### src/rtl/arctos_isa_pkg.sv
// Arctos32 ISA definitions shared by the decode stage: opcodes, ALU/branch codes,
// instruction field positions and the decoded-field record held in the output register.
package arctos_isa_pkg;

  localparam int INSTR_W = 32;
  localparam int REG_W   = 5;

  localparam logic [2:0] OP_RR      = 3'b000;
  localparam logic [2:0] OP_IMM     = 3'b001;
  localparam logic [2:0] OP_LOADIMM = 3'b010;
  localparam logic [2:0] OP_MEM     = 3'b011;
  localparam logic [2:0] OP_BRANCH  = 3'b100;

  localparam logic [3:0] ALU_ADD = 4'h0;
  localparam logic [3:0] ALU_SUB = 4'h1;
  localparam logic [3:0] ALU_AND = 4'h2;
  localparam logic [3:0] ALU_OR  = 4'h3;
  localparam logic [3:0] ALU_XOR = 4'h4;
  localparam logic [3:0] ALU_SLL = 4'h5;
  localparam logic [3:0] ALU_SRL = 4'h6;
  localparam logic [3:0] ALU_SLT = 4'h7;

  localparam logic [1:0] BR_EQ  = 2'b00;
  localparam logic [1:0] BR_NE  = 2'b01;
  localparam logic [1:0] BR_LT  = 2'b10;
  localparam logic [1:0] BR_JMP = 2'b11;

  localparam int OPC_HI   = 31, OPC_LO   = 29;
  localparam int FUNC_HI  = 28, FUNC_LO  = 25;
  localparam int RD_HI    = 24, RD_LO    = 20;
  localparam int RS1_HI   = 19, RS1_LO   = 15;
  localparam int RS2_HI   = 14, RS2_LO   = 10;
  localparam int LIRD_HI  = 28, LIRD_LO  = 24;
  localparam int MEMRW_B  = 28;
  localparam int MEMREG_HI = 27, MEMREG_LO = 23;
  localparam int BTYPE_HI = 28, BTYPE_LO = 27;

  typedef struct packed {
    logic [2:0]       opcode;
    logic [3:0]       alu_func;
    logic [REG_W-1:0] rd;
    logic [REG_W-1:0] rs1;
    logic [REG_W-1:0] rs2;
    logic             mem_rw;
    logic [22:0]      mem_addr;
    logic [1:0]       branch_type;
    logic [26:0]      inst_addr;
    logic             writes_rd;
    logic             illegal;
  } dec_fields_t;

endpackage

### src/rtl/decode_stage_if.sv
// Fetch-side, execute-side, writeback and flush signals of the decode stage.
// The stage uses the slave modport; the surrounding pipeline drives the master side.
interface decode_stage_if
  import arctos_isa_pkg::*;
#(
  parameter int XLEN = 32
);
  logic               in_valid;
  logic               in_ready;
  logic [INSTR_W-1:0] in_instr;

  logic               out_valid;
  logic               out_ready;
  logic [2:0]         out_opcode;
  logic [3:0]         out_alu_func;
  logic [REG_W-1:0]   out_rd;
  logic [REG_W-1:0]   out_rs1;
  logic [REG_W-1:0]   out_rs2;
  logic [XLEN-1:0]    out_imm;
  logic               out_mem_rw;
  logic [22:0]        out_mem_addr;
  logic [1:0]         out_branch_type;
  logic [26:0]        out_inst_addr;
  logic               out_writes_rd;
  logic               out_illegal;

  logic               wb_valid;
  logic [REG_W-1:0]   wb_rd;
  logic               flush;

  modport slave (
    input  in_valid, in_instr, out_ready, wb_valid, wb_rd, flush,
    output in_ready, out_valid, out_opcode, out_alu_func, out_rd, out_rs1, out_rs2,
           out_imm, out_mem_rw, out_mem_addr, out_branch_type, out_inst_addr,
           out_writes_rd, out_illegal
  );

  modport master (
    output in_valid, in_instr, out_ready, wb_valid, wb_rd, flush,
    input  in_ready, out_valid, out_opcode, out_alu_func, out_rd, out_rs1, out_rs2,
           out_imm, out_mem_rw, out_mem_addr, out_branch_type, out_inst_addr,
           out_writes_rd, out_illegal
  );
endinterface

### src/rtl/decode_fields.sv
// Combinational Arctos32 field extractor: splits an instruction into operand/control
// fields, sign-extends immediates and reports register usage for hazard checking.
module decode_fields
  import arctos_isa_pkg::*;
#(
  parameter int XLEN = 32
) (
  input  logic [INSTR_W-1:0] instr,
  output dec_fields_t        fields,
  output logic [XLEN-1:0]    imm,
  output logic               uses_rs1,
  output logic               uses_rs2
);

  logic rd_written;

  always_comb begin
    fields        = '0;
    imm           = '0;
    uses_rs1      = 1'b0;
    uses_rs2      = 1'b0;
    rd_written    = 1'b0;
    fields.opcode = instr[OPC_HI:OPC_LO];
    case (fields.opcode)
      OP_RR: begin
        fields.alu_func = instr[FUNC_HI:FUNC_LO];
        fields.rd       = instr[RD_HI:RD_LO];
        fields.rs1      = instr[RS1_HI:RS1_LO];
        fields.rs2      = instr[RS2_HI:RS2_LO];
        uses_rs1        = 1'b1;
        uses_rs2        = 1'b1;
        rd_written      = 1'b1;
      end
      OP_IMM: begin
        fields.alu_func = instr[FUNC_HI:FUNC_LO];
        fields.rd       = instr[RD_HI:RD_LO];
        fields.rs1      = instr[RS1_HI:RS1_LO];
        imm             = {{(XLEN-15){instr[14]}}, instr[14:0]};
        uses_rs1        = 1'b1;
        rd_written      = 1'b1;
      end
      OP_LOADIMM: begin
        fields.rd  = instr[LIRD_HI:LIRD_LO];
        imm        = {{(XLEN-24){instr[23]}}, instr[23:0]};
        rd_written = 1'b1;
      end
      OP_MEM: begin
        // The same register slot is the store base or the load destination.
        fields.mem_rw   = instr[MEMRW_B];
        fields.mem_addr = instr[22:0];
        if (instr[MEMRW_B]) begin
          fields.rs1 = instr[MEMREG_HI:MEMREG_LO];
          uses_rs1   = 1'b1;
        end else begin
          fields.rd  = instr[MEMREG_HI:MEMREG_LO];
          rd_written = 1'b1;
        end
      end
      OP_BRANCH: begin
        fields.branch_type = instr[BTYPE_HI:BTYPE_LO];
        fields.inst_addr   = instr[26:0];
      end
      default: fields.illegal = 1'b1;
    endcase
    fields.writes_rd = rd_written && (fields.rd != '0);
  end

endmodule

### src/rtl/decode_stage.sv
// Registered, handshaked decode stage: one-deep output register plus a pending-write
// scoreboard that stalls fetch on RAW/WAW hazards until writeback retires the register.
module decode_stage
  import arctos_isa_pkg::*;
#(
  parameter int XLEN  = 32,
  parameter int NREGS = 32
) (
  input logic           clk,
  input logic           reset,
  decode_stage_if.slave dbus
);

  dec_fields_t      dec_fields;
  logic [XLEN-1:0]  dec_imm;
  logic             dec_uses_rs1;
  logic             dec_uses_rs2;

  dec_fields_t      fields_reg;
  logic [XLEN-1:0]  imm_reg;
  logic             out_valid_reg;
  logic [NREGS-1:0] pending_reg;
  logic [NREGS-1:0] pending_next;

  logic [NREGS-1:0] rs1_hit, rs2_hit, rd_hit;
  logic             hazard, issue, accept, in_ready_int;

  decode_fields #(.XLEN(XLEN)) u_fields (
    .instr    (dbus.in_instr),
    .fields   (dec_fields),
    .imm      (dec_imm),
    .uses_rs1 (dec_uses_rs1),
    .uses_rs2 (dec_uses_rs2)
  );

  assign issue = out_valid_reg && dbus.out_ready;

  genvar gi;
  generate
    for (gi = 0; gi < NREGS; gi++) begin : g_reg
      // A register is busy if already pending or about to be written by the held entry.
      logic busy;
      assign busy = pending_reg[gi] ||
                    (out_valid_reg && fields_reg.writes_rd && fields_reg.rd == REG_W'(gi));
      assign rs1_hit[gi] = busy && (dec_fields.rs1 == REG_W'(gi));
      assign rs2_hit[gi] = busy && (dec_fields.rs2 == REG_W'(gi));
      assign rd_hit[gi]  = busy && (dec_fields.rd  == REG_W'(gi));

      if (gi == 0) begin : g_zero
        assign pending_next[gi] = 1'b0;
      end else begin : g_track
        logic set_bit, clr_bit;
        assign set_bit = issue && fields_reg.writes_rd && fields_reg.rd == REG_W'(gi);
        assign clr_bit = dbus.wb_valid && dbus.wb_rd == REG_W'(gi);
        assign pending_next[gi] = set_bit || (pending_reg[gi] && !clr_bit);
      end
    end
  endgenerate

  assign hazard = (dec_uses_rs1 && |rs1_hit) ||
                  (dec_uses_rs2 && |rs2_hit) ||
                  (dec_fields.writes_rd && |rd_hit);

  assign in_ready_int = !reset && !hazard && (!out_valid_reg || dbus.out_ready) && !dbus.flush;
  assign accept       = dbus.in_valid && in_ready_int;

  always_ff @(posedge clk or posedge reset) begin
    if (reset) begin
      out_valid_reg <= 1'b0;
      fields_reg    <= '0;
      imm_reg       <= '0;
      pending_reg   <= '0;
    end else begin
      pending_reg <= pending_next;
      if (accept) begin
        out_valid_reg <= 1'b1;
        fields_reg    <= dec_fields;
        imm_reg       <= dec_imm;
      end else if (issue || dbus.flush) begin
        out_valid_reg <= 1'b0;
      end
    end
  end

  assign dbus.in_ready        = in_ready_int;
  assign dbus.out_valid       = out_valid_reg;
  assign dbus.out_opcode      = fields_reg.opcode;
  assign dbus.out_alu_func    = fields_reg.alu_func;
  assign dbus.out_rd          = fields_reg.rd;
  assign dbus.out_rs1         = fields_reg.rs1;
  assign dbus.out_rs2         = fields_reg.rs2;
  assign dbus.out_imm         = imm_reg;
  assign dbus.out_mem_rw      = fields_reg.mem_rw;
  assign dbus.out_mem_addr    = fields_reg.mem_addr;
  assign dbus.out_branch_type = fields_reg.branch_type;
  assign dbus.out_inst_addr   = fields_reg.inst_addr;
  assign dbus.out_writes_rd   = fields_reg.writes_rd;
  assign dbus.out_illegal     = fields_reg.illegal;

endmodule

### src/flat_wrapper.sv
// flat-port wrapper written by rule: the top's interface ports become plain ports
module decode_stage_flat import arctos_isa_pkg::*;
#(
  parameter int XLEN  = 32,
  parameter int NREGS = 32
)
  (clk, reset, dbus_in_valid, dbus_in_instr, dbus_out_ready, dbus_wb_valid, dbus_wb_rd, dbus_flush, dbus_in_ready, dbus_out_valid, dbus_out_opcode, dbus_out_alu_func, dbus_out_rd, dbus_out_rs1, dbus_out_rs2, dbus_out_imm, dbus_out_mem_rw, dbus_out_mem_addr, dbus_out_branch_type, dbus_out_inst_addr, dbus_out_writes_rd, dbus_out_illegal);
  decode_stage_if #(.XLEN(XLEN)) dbus_i ();
  input logic clk;
  input logic reset;
  input wire logic [$bits(dbus_i.in_valid)-1:0] dbus_in_valid;
  input wire logic [$bits(dbus_i.in_instr)-1:0] dbus_in_instr;
  input wire logic [$bits(dbus_i.out_ready)-1:0] dbus_out_ready;
  input wire logic [$bits(dbus_i.wb_valid)-1:0] dbus_wb_valid;
  input wire logic [$bits(dbus_i.wb_rd)-1:0] dbus_wb_rd;
  input wire logic [$bits(dbus_i.flush)-1:0] dbus_flush;
  output wire logic [$bits(dbus_i.in_ready)-1:0] dbus_in_ready;
  output wire logic [$bits(dbus_i.out_valid)-1:0] dbus_out_valid;
  output wire logic [$bits(dbus_i.out_opcode)-1:0] dbus_out_opcode;
  output wire logic [$bits(dbus_i.out_alu_func)-1:0] dbus_out_alu_func;
  output wire logic [$bits(dbus_i.out_rd)-1:0] dbus_out_rd;
  output wire logic [$bits(dbus_i.out_rs1)-1:0] dbus_out_rs1;
  output wire logic [$bits(dbus_i.out_rs2)-1:0] dbus_out_rs2;
  output wire logic [$bits(dbus_i.out_imm)-1:0] dbus_out_imm;
  output wire logic [$bits(dbus_i.out_mem_rw)-1:0] dbus_out_mem_rw;
  output wire logic [$bits(dbus_i.out_mem_addr)-1:0] dbus_out_mem_addr;
  output wire logic [$bits(dbus_i.out_branch_type)-1:0] dbus_out_branch_type;
  output wire logic [$bits(dbus_i.out_inst_addr)-1:0] dbus_out_inst_addr;
  output wire logic [$bits(dbus_i.out_writes_rd)-1:0] dbus_out_writes_rd;
  output wire logic [$bits(dbus_i.out_illegal)-1:0] dbus_out_illegal;
  assign dbus_i.in_valid = dbus_in_valid;
  assign dbus_i.in_instr = dbus_in_instr;
  assign dbus_i.out_ready = dbus_out_ready;
  assign dbus_i.wb_valid = dbus_wb_valid;
  assign dbus_i.wb_rd = dbus_wb_rd;
  assign dbus_i.flush = dbus_flush;
  assign dbus_in_ready = dbus_i.in_ready;
  assign dbus_out_valid = dbus_i.out_valid;
  assign dbus_out_opcode = dbus_i.out_opcode;
  assign dbus_out_alu_func = dbus_i.out_alu_func;
  assign dbus_out_rd = dbus_i.out_rd;
  assign dbus_out_rs1 = dbus_i.out_rs1;
  assign dbus_out_rs2 = dbus_i.out_rs2;
  assign dbus_out_imm = dbus_i.out_imm;
  assign dbus_out_mem_rw = dbus_i.out_mem_rw;
  assign dbus_out_mem_addr = dbus_i.out_mem_addr;
  assign dbus_out_branch_type = dbus_i.out_branch_type;
  assign dbus_out_inst_addr = dbus_i.out_inst_addr;
  assign dbus_out_writes_rd = dbus_i.out_writes_rd;
  assign dbus_out_illegal = dbus_i.out_illegal;
  decode_stage #(.XLEN(XLEN), .NREGS(NREGS)) u_core (.clk(clk), .reset(reset), .dbus(dbus_i));
endmodule
### config.mk
export PLATFORM = sky130hd
export DESIGN_NAME = decode_stage_flat
export DESIGN_NICKNAME = d
export VERILOG_FILES = /design/src/rtl/arctos_isa_pkg.sv /design/src/rtl/decode_stage_if.sv /design/src/rtl/decode_fields.sv /design/src/rtl/decode_stage.sv /design/src/flat_wrapper.sv
export SDC_FILE = /design/constraint.sdc
export NUM_CORES = 1
export LEC_CHECK = 0
export ABC_AREA = 1
export BUFFER_PORTS_ARGS = -buffer_cell sky130_fd_sc_hd__buf_2
export CORE_ASPECT_RATIO = 1.2
export CORE_UTILIZATION = 53
export CTS_BUF_LIST = sky130_fd_sc_hd__clkbuf_4
export CTS_CLUSTER_SIZE = 8
export DETAILED_ROUTE_END_ITERATION = 12
export PLACE_DENSITY = 0.79
export SYNTH_ARGS = -nofsm -noshare
export SYNTH_HDL_FRONTEND = slang
export SYNTH_HIERARCHICAL = 1
export SYNTH_SLANG_ARGS = --single-unit
### constraint.sdc
create_clock -name clk -period 5.35 [get_ports clk]
set_input_delay 1.605 -clock clk [delete_from_list [all_inputs] [get_ports clk]]
set_output_delay 1.605 -clock clk [all_outputs]
set_load 0.005 [all_outputs]
==> metrics.md, run 1 <==
| Metric | Value |
|---|---|
| First-pass DRT Iterations | 5 |
| Synth Area per Inst | 6.37 µm² |
| Number of global-route vias before repair | 8658 |
| GRT Util Overall | 34.0% |
| Routability cong. | 0.986 |
| Leak | 5.83 nW |
| Layout Skew | approximately 0.024 ns |
| Via count | 9393 |
| Post-route cell area | between 0.01 and 0.015 mm² |
| Sw Pwr | 0.853 mW |
| Share of layout cells above drive strength 1 | a little under a fifth |
| Max-cap viol count | 0 |
| Min Hold Slack | 0.483 ns |
| Max_slew headroom | 16.8% |
| Routed Antenna Nets | 0 |
| Synthesis warning total | 6 |
| Final min period | 5.20 ns |
| Largest net degree at the start of global routing | 90 |
| Data arrival, critical path | between 3 and 4 ns |
| Outcome | finished clean |
| Crit Path Class | input pin to output pin |
| Buf/Inv on CP | 7 |
| Synthesized cell area | 0.00861 mm² |
| Critical Path Source Type | input pin |
| Routed len/inst | 16.5 µm |
| CP most frequent cell | nor2_1 |
| Maximum root-to-sink buffer count | 2 |
| Initial antenna violation count | 1 |
| Slowest stage delay, CP | ~0.18 ns |
| Comb pwr share | 20.7% |
| H-tree levels | 4 |
| Initial DRC Count | 1100 |
| DP Area | 0.00959 mm² |
| Switch share | about a third |
| Pint | 1.64 mW |
| Netlist cell types | 20 |
| CTS clock-pin slew for the worst setup and hold paths | 0.14 ns |
| Area Overhead vs Synth | 16.9% |
| Die footprint | ~0.017 mm² |
| # nets final | roughly 1500 |
| Pwr per Cell Area | 248 mW/mm² |
| Reg power frac | 48.1% |
| Worst EP required | 3.74 ns |
| Worst-Margin Slew | roughly 1.2 ns |
| Synth Net Count | 1395 |
| Height of the die | 142 µm |
| Worst Path Max Fanout | 16 |
| CTS Buf Count | 17 |
| CTS Hold Bufs | 0 |
| Finish-stage setup viols | 0 |
| Pins Over Slew Limit | 0 |
| Initial Utilization | 54.6% |
| Congestion Overflow GR | 0 |
| Num rows | 50 |
| Worst skew pair latency | 0.57 ns |
| Max VDD drop | 0.000184 V |
| Routed wire length | 28.2 mm |
| CP top delay family | simple AND/OR/NAND/NOR gates |
| Worst-path cell chain | buf_2 -> inv_2 -> nand2_4 -> nand2_8 -> inv_8 -> nor2_1 -> nor2_1 -> inv_2 -> inv_1 -> buf_12 -> nor2_1 -> nand2_1 -> nand2_1 -> nor2_1 -> nand2_1 -> nor2_1 -> nand2_1 -> nand2_2 -> nand2_2 -> nor2_4 -> buf_2 |
| DR DRC count | 0 |
| Setup_tns | 0 ns |
| Kind of end point of the critical path | output pin |
| Flops & latches, synth | 141 |
| Die Wd | 118 µm |
| Post-DP HPWL | 19.4 mm |
| Pre-CTS setup slack | around 0.018 ns |
| Core ar. | 0.0158 mm² |
| CTS Sinks | around 140 |
| Worst hold path type | register to register |
| Fin. Hold Viols | 0 |
| PnR Total Power | 2.50 mW |
| Cells after Synth | 1352 |
| Seq/Total Area, Yosys | around two fifths |
| CTS tree | built |
| Final setup margin | 0.153 ns |
| Root buffer cell | clkbuf_4 |
| Slowest CP cell | nor2_1 |
| Period utilisation layout | between 90% and 100% |
| Max Clk Rate | 0.192 GHz |
| Via density | roughly 5.5 |
| IO Pins | 154 |
| Max reg flops | 32 |
| First-pass GRT wire length | 44.6 mm |
| Port Buffers | roughly 150 |
| Power share of the clock group | 31.1% |
[final timing paths]
path	cells after the start	from	slack, ns	to
setup / recovery	21	dbus_in_instr[31]	0.15	dbus_in_ready
hold reg to reg	2	u_core/dbus.out_mem_addr[7]$_DFFE_PP0P_	0.48	u_core/dbus.out_mem_addr[7]$_DFFE_PP0P_
setup reg to reg	17	u_core/dbus.out_valid$_DFFE_PP0P_	1.62	u_core/dbus.out_imm[2]$_DFFE_PP0P_
max in group asynchronous	3	reset	3.40	u_core/dbus.out_rs2[4]$_DFFE_PP0P_
min in group asynchronous	2	reset	1.07	u_core/pending_reg[11]$_DFF_PP0_
hold / removal	2	u_core/dbus.out_mem_addr[7]$_DFFE_PP0P_	0.48	u_core/dbus.out_mem_addr[7]$_DFFE_PP0P_
[cell type report]
cell class                      count  area [µm²]
Tap cell                          208         260
Inverter                          107         413
Multi-Input combinational cell   1025        4390
Timing Repair Buffer              194        1160
Clock buffer                       17         128
Sequential cell                   141        3530
Clock inverter                     14         185
Fill cell                        1533        5700
Antenna cell                        1        2.50
[power groups by stage]
stage | clock network, mW | logic [mW] | registers [mW]
CTS | 0.792 | 0.496 | 1.20
finish | 0.778 | 0.517 | 1.20
global route | 0.828 | 0.569 | 1.21
floorplan | 0 | 0.283 | 1.22
global placement | 0 | 0.488 | 1.22
detailed placement | 0 | 0.495 | 1.22
[metal layers]
metal	part of all wire [%]	vias to the layer above	global-route usage, %
met5	0	-	0
met4	5.2	0	19.2
met3	10	99	8.48
met2	46	488	54.0
met1	38	4356	42.6
li1	-	4450	-
[worst reg2reg max path: stages (launching register included)]
cell,delay (ns)
dfrtp_1,0.46
nand2_1,0.12
inv_1,0.41
nand3_1,0.26
nand2_1,0.23
nand2_1,0.13
nand2_1,0.06
nor2_1,0.10
nand2_1,0.07
nor2_1,0.10
nand2_1,0.07
nand2_1,0.07
nand2_1,0.09
nor2_4,0.13
buf_4,0.36
buf_4,0.67
nand3_1,0.23
nand2_1,0.13
[layout by cell type (no fill, tap or decap), drive strengths merged]
cell type,netlist,final
diode,0,1
bufinv,0,3
a21oi,1,1
nor3,21,21
o22ai,5,5
nand3,154,154
clkinvlp,0,2
o41ai,1,1
dfrtp,141,141
nand4,7,7
nor2,234,234
inv,107,112
clkbuf,22,17
clkinv,0,4
o21ai,72,72
buf,57,194
nand2,530,530
[per-stage QoR]
stage | cells | utilization, %
final | 1707 | 63.9
after global routing | 1707 | 63.9
after CTS | 1705 | 62.8
after detailed placement | 1674 | 60.8
after global placement | 1674 | 60.8
after floorplan | 1352 | -
[Yosys cell counts]
| master | instances | area (µm²) |
|---|---|---|
| nand3_2 | 2 | 20.0 |
| nand3_1 | 152 | 761 |
| nor2_2 | 4 | 25.0 |
| clkbuf_1 | 22 | 82.6 |
| buf_2 | 26 | 130 |
| nand2_1 | 528 | 1980 |
| o21ai_0 | 72 | 360 |
| buf_6 | 7 | 78.8 |
| a21oi_1 | 1 | 5.00 |
| inv_2 | 6 | 22.5 |
| nor3_1 | 21 | 105 |
| nand4_1 | 7 | 43.8 |
| inv_1 | 101 | 379 |
| o41ai_1 | 1 | 8.76 |
| dfrtp_1 | 141 | 3530 |
| buf_1 | 4 | 15.0 |
| nor2_1 | 230 | 863 |
| buf_4 | 20 | 150 |
| o22ai_1 | 5 | 31.3 |
| nand2_4 | 2 | 22.5 |
[what timing repair did]
action | CTS | global route
setup buffers | 0 | 1
endpoints found under the setup margin | 0 | 1
resized for setup | 0 | 44
[cells by family after synthesis]
kind of cell           count (synthesis)  share of synthesized area (%)
buffers and inverters                186                           9.96
and+or+nand+nor                      946                           44.4
AOI/OAI and AO/OA                     79                           4.71
DFF                                  141                           41.0
Power figures use the tool's default switching activity.
==> run 2: changes to the inputs <==
Settings changed: ABC_AREA 1 to default, PLACE_DENSITY 0.79 to 0.8.
==> run 2 against run 1 <==
Net effect:
- the run now ends with negative setup slack left
- die area down 4.0%
- largest power group unchanged
- non-clock buffer count up 59
- cell count down 31%
- critical path type unchanged
- highest routed layer unchanged
- register-to-register slack worse by 0.26 ns
- sequential share of layout area down 0.75 points
==> metrics.md, run 2 <==
| Metric | Value |
|---|---|
| Initial Utilization | 54.8% |
| Die Wd | 116 µm |
| Initial antenna violation count | 1 |
| Reg-to-reg endpoint | u_core/dbus.out_mem_addr[6]$_DFFE_PP0P_ |
| Kind of end point of the critical path | output pin |
| First-pass DRT Iterations | 6 |
| Maximum root-to-sink buffer count | 2 |
| Post-layout util | roughly 68% |
| Period utilisation layout | 105% |
| Crit path from | dbus_in_instr[29] |
| Share of layout cells above drive strength 1 | 46.0% |
| First-pass GRT wire length | 39.1 mm |
| Worst Hold Launch | u_core/dbus.out_opcode[0]$_DFFE_PP0P_ |
| Failing checks | negative setup slack |
| CTS Hold Bufs | 0 |
| Routed Antenna Nets | 0 |
| Worst hold path type | register to register |
| Num rows | 49 |
| Largest net degree at the start of global routing | 59 |
| H-tree levels | 4 |
| Finish-stage setup viols | 1 |
| Setup_tns | -0.273 ns |
| Number of global-route vias before repair | just under 7000 |
| Max VDD drop | about 0.00016 V |
| Routed wire length | 25.1 mm |
| Post-DP HPWL | 17.9 mm |
| Hold path cells | 1 |
| Synthesized cell area | 0.00826 mm² |
| Root buffer cell | clkbuf_4 |
| Sw Pwr | 0.891 mW |
| CTS Sinks | approximately 140 |
| Layout Skew | about 0.019 ns |
| Count leader, synth | dfrtp_1 |
| Flops & latches, synth | ~140 |
| Initial DRC Count | 658 |
| Power share of the clock group | between 20% and 30% |
| Commonest non-fill, non-tap cell in the layout | buf_2 |
| Height of the die | 139 µm |
| Post-synth EDFFs | 0 |
| Commonest non-fill, non-tap cells in the layout | 150 x buf_2, 141 x dfrtp_1, 98 x mux2_4, 85 x buf_4, 74 x and2_1 |
| Cells after Synth | 754 |
| FF-to-FF setup slack | 1.36 ns |
| Core ar. | 0.0151 mm² |
| Final min period | 5.62 ns |
| Min-Delay Endpoint | u_core/dbus.out_opcode[0]$_DFFE_PP0P_ |
| Routability cong. | 0.954 |
| Reg power frac | 46.6% |
| Pwr per Cell Area | ~270 mW/mm² |
| CTS Buf Count | 17 |
| Leading area contributor after synthesis | dfrtp_1 |
| Crit Path Class | input pin to output pin |
| Dpl cells | around 1100 |
| Routed len/inst | 21.3 µm |
| Congestion Overflow GR | 0 |
| FF-to-FF Start | u_core/dbus.out_rd[2]$_DFFE_PP0P_ |
| Synthesis warning total | 6 |
| Comb pwr share | 26.3% |
| Worst skew pair latency | 0.58 ns |
| Critical Path Source Type | input pin |
| CTS tree | built |
| Max Clk Rate | ~0.18 GHz |
| CTS clock-pin slew for the worst setup and hold paths | approximately 0.12 ns |
| Pint | 1.87 mW |
| Synth Area per Inst | around 11 µm² |
| Fin. Hold Viols | 0 |
| Pins Over Slew Limit | 0 |
| Synth top area share | 42.7% |
| DR DRC count | 0 |
| Top cells by count, synth | 141 x dfrtp_1, 98 x mux2_4, 81 x and2_1, 70 x o21ai_0, 39 x nand2_1 |
| Netlist cell types | between 60 and 70 |
| Worst Path Max Fanout | 10 |
| GRT Util Overall | 32.2% |
| Die footprint | 0.0161 mm² |
| Fin cells | 1179 |
| Via density | about 6.0 |
| Max reg flops | 32 |
| Leak | 5.29 nW |
| Synth Net Count | 797 |
| R2R cell count | 10 |
| RSZ-0062 raised after global routing | true |
| Data arrival, critical path | 4.02 ns |
| Pre-CTS setup slack | -0.501 ns |
| Seq/Total Area, Yosys | 42.7% |
| Leading post-synthesis cells by cell area | dfrtp_1 43%, mux2_4 18%, and2_1 6.1% |
| Switch share | 32.2% |
| Worst EP required | ~3.7 ns |
| Asr flop ratio synth | 100% |
| Main synth FF type | dfrtp_1 |
| # nets final | 1005 |
| Via count | 7073 |
| Outcome | complete, but fails checks |
| Port Buffers | 153 |
| Max_slew headroom | 16.0% |
| IO Pins | 154 |
| Max-cap viol count | 0 |
| Worst-Margin Slew | 1.26 ns |
| Area Overhead vs Synth | 24.5% |
| Final setup margin | -0.273 ns |
[run 2: timing repair]
action	in CTS	in global routing
endpoints found under the setup margin	1	1
gates resized for setup	23	51
pin swaps	10	22
endpoints found under the hold margin	0	0
setup buffers	8	6
[run 2: worst max path at each step]
| stage | end | depth (start not counted) |
|---|---|---|
| 6_report | dbus_in_ready | 11 |
| 5_1_grt | dbus_in_ready | 15 |
| 4_1_cts | dbus_in_ready | 13 |
| 3_5_place_dp | dbus_in_ready | 13 |
| 3_3_place_gp | dbus_in_ready | 13 |
| 2_1_floorplan | dbus_in_ready | 12 |
[run 2: cells by family after synthesis]
kind of cell | count (synthesis) | share of synthesized area (%)
AND/OR/NAND/NOR | 244 | 16.9
AO/OA/AOI/OAI | 175 | 14.2
flip-flops | 141 | 42.7
multiplexers | 117 | 20.3
buffers and inverters | 73 | 5.57
XOR/XNOR | 4 | 0.424
[run 2: metrics by stage]
stage | hold WS, ns | power, mW | cell area [µm²]
after floorplan | 0.471 | 1.69 | 8280
after global placement | 0.486 | 1.97 | 9570
after detailed placement | 0.486 | 1.98 | 9570
after CTS | 0.518 | 2.74 | 10000
after global routing | 0.536 | 2.89 | 10300
final | 0.517 | 2.76 | 10300
[run 2: layout make-up]
type | count | area [µm²]
fillers | 1196 | 4800
multi-input cells | 540 | 4510
flip-flops and latches | 141 | 3530
repair buffers | 253 | 1650
well taps | 204 | 255
clock inverters | 13 | 168
clock buffers | 18 | 135
inverters | 9 | 37.5
diodes | 1 | 2.50
[run 2: critical path, cell delays in order]
cell and delay (ns):
buf_12 0.12, nor3_2 0.17, buf_4 0.17, and2_2 0.22, mux2_2 0.35, a41oi_1 0.18
o32ai_1 0.14, a2111o_1 0.34, o41ai_4 0.36, and4_1 0.24, buf_2 0.12
[run 2: power by group through the flow]
stage                     Sequential, mW  Combinational (mW)  Clock (mW)
after floorplan                     1.28               0.408           0
after global placement              1.30               0.671           0
after detailed placement            1.30               0.681           0
after CTS                           1.28               0.696       0.759
after global routing                1.30               0.777       0.810
final                               1.29               0.727       0.750
[run 2: routing by layer]
layer  GRT usage (%)  part of all wire (%)  vias up
met4            15.1                   4.4        0
met2            50.4                    48      381
li1                -                     -     3149
met1            42.5                    40     3459
met3            6.82                   7.7       84
met5               0                     0        -
==> run 3: changes to the inputs <==
Settings changed: RECOVER_POWER from default to 25.
==> run 3 against run 2 <==
Net effect:
- the flow finishes with violations (max-capacitance violations, max-slew violations, negative setup slack)
- non-clock buffer count is the same
- clock-buffer cell count stayed put
- power decreased by 0.11%
- sequential share of layout area up 0.071 points
- combinational power barely moved
- cell count unchanged
- critical path type unchanged
- wire length is essentially flat
- highest routed layer unchanged
- register-to-register slack worse by 0.02 ns
- sequential power hardly changed
- fmax is 0.36% higher
- design area shrank 0.21%
- clock power is essentially flat
==> metrics.md, run 3 (synthesis results as in run 2) <==
| Metric | Value |
|---|---|
| CTS Sinks | 141 |
| Port Buffers | ~150 |
| CTS Buf Count | 17 |
| Largest net degree at the start of global routing | 59 |
| Finish-stage setup viols | 1 |
| Height of the die | 139 µm |
| First-pass GRT wire length | 39.1 mm |
| Die footprint | 0.0161 mm² |
| Worst hold path type | register to register |
| Routed Antenna Nets | 0 |
| Post-layout util | 68.1% |
| Routed len/inst | 21.3 µm |
| Max_slew headroom | -28.5% |
| Initial antenna violation count | 1 |
| CTS clock-pin slew for the worst setup and hold paths | 0.12 ns |
| H-tree levels | 4 |
| Pins Over Slew Limit | 103 |
| Routability cong. | between 0.9 and 1 |
| CTS Hold Bufs | 0 |
| Max-cap viol count | 2 |
| Final setup margin | -0.252 ns |
| Worst Path Max Fanout | 7 |
| Core ar. | 0.0151 mm² |
| Crit Path Class | input pin to output pin |
| IO Pins | 154 |
| First-pass DRT Iterations | 5 |
| Dpl cells | 1133 |
| Fin cells | around 1200 |
| FF-to-FF setup slack | 1.34 ns |
| Commonest non-fill, non-tap cells in the layout | 147 x buf_2, 141 x dfrtp_1, 98 x mux2_4, 85 x buf_4, 74 x and2_1 |
| Max Clk Rate | ~0.18 GHz |
| Post-DP HPWL | 17.9 mm |
| Outcome | complete, but fails checks |
| Layout Skew | 0.0201 ns |
| Failing checks | max-capacitance violations, max-slew violations, negative setup slack |
| DP Area | ~0.0096 mm² |
| Max VDD drop | 0.000165 V |
| Via count | 7108 |
| Maximum root-to-sink buffer count | 2 |
| Share of layout cells above drive strength 1 | 45.7% |
| Routed wire length | 25.2 mm |
| Area Overhead vs Synth | 24.2% |
| Initial DRC Count | 699 |
| Number of global-route vias before repair | 6916 |
| GRT Util Overall | 32.2% |
| Via density | 6.03 |
| Data arrival, critical path | 4.00 ns |
| DR DRC count | 0 |
| Congestion Overflow GR | 0 |
| Period utilisation layout | 105% |
| Final min period | between 5 and 6 ns |
| Leak | 5.28 nW |
| # nets final | 1005 |
| Initial Utilization | 54.8% |
| Max reg flops | 32 |
| Min Hold Slack | ~0.52 ns |
| Critical Path Source Type | input pin |
| Commonest non-fill, non-tap cell in the layout | buf_2 |
| Post-route cell area | 0.0103 mm² |
| Worst skew pair latency | 0.57 ns |
| CTS tree | built |
| Worst-Margin Slew | ~1.9 ns |
| Num rows | 49 |
| Fin. Hold Viols | 0 |
| Pwr per Cell Area | 269 mW/mm² |
| RSZ-0062 raised after global routing | true |
| Die Wd | around 120 µm |
| PnR Total Power | 2.76 mW |
| Worst EP required | roughly 3.7 ns |
| Kind of end point of the critical path | output pin |
| Root buffer cell | clkbuf_4 |
[run 3: cell types whose count changed in the layout (fill, tap and decap cells not counted), sizes merged]
cell and change:
buf -4, clkbuf +4
[run 3: worst max-delay path, cell delays in order]
cell and delay [ns]:
buf_8 0.11, buf_6 0.12, nor4bb_4 0.15, a221o_1 0.37, buf_6 0.15, nand2_2 0.10
o32ai_1 0.09, or3_1 0.40, a22o_1 0.24, o211ai_1 0.20, buf_4 0.17, and4_1 0.18
buf_2 0.12
[run 3: layer usage]
layer | vias to the layer above | part of all wire [%] | global-route usage [%] | wire length, µm
li1 | 3148 | - | - | -
met1 | 3486 | 40 | 42.5 | 10100
met4 | 0 | 4.3 | 15.1 | 1070
met5 | - | 0 | 0 | 0
met3 | 82 | 7.6 | 6.82 | 1910
met2 | 392 | 48 | 50.4 | 12100
[run 3: power by group]
| part | internal (mW) | switching, mW | leakage (nW) |
|---|---|---|---|
| clock network | 0.331 | 0.418 | 0.164 |
| registers | 1.19 | 0.101 | 1.92 |
| logic | 0.354 | 0.371 | 3.20 |
[run 3: final cells by class]
type	count	area [µm²]
multi-input combinational	540	4510
timing repair buffer	253	1630
fill	1199	4820
clock buffer	18	135
antenna	1	2.50
clock inverter	13	168
sequential	141	3530
inverter	9	35.0
tap	204	255
[run 3: worst paths after layout]
kind                                                           end                             startpoint  depth (start not counted)
setup / recovery                                     dbus_in_ready                      dbus_in_instr[30]                         13
hold / removal               u_core/dbus.out_opcode[0]$_DFFE_PP0P_  u_core/dbus.out_opcode[0]$_DFFE_PP0P_                          1
setup reg to reg           u_core/dbus.out_mem_addr[6]$_DFFE_PP0P_      u_core/dbus.out_rd[2]$_DFFE_PP0P_                         10
hold reg to reg              u_core/dbus.out_opcode[0]$_DFFE_PP0P_  u_core/dbus.out_opcode[0]$_DFFE_PP0P_                          1
max in group asynchronous       u_core/dbus.out_imm[6]$_DFFE_PP0P_                                  reset                          4
min in group asynchronous         u_core/pending_reg[18]$_DFF_PP0_                                  reset                          2
[run 3: repair_timing]
action                                  CTS  global route
gates resized for setup                  23            51
endpoints found under the setup margin    1             1
pin swaps                                10            22
buffers inserted                          8             6
cloned                                    0             0
[run 3: stage by stage]
stage | setup TNS (ns) | setup WS, ns
4_1_cts | -0.328 | -0.328
5_1_grt | -0.339 | -0.339
3_3_place_gp | -0.487 | -0.487
6_report | -0.252 | -0.252
3_5_place_dp | -0.501 | -0.501
2_1_floorplan | -0.0436 | -0.0436
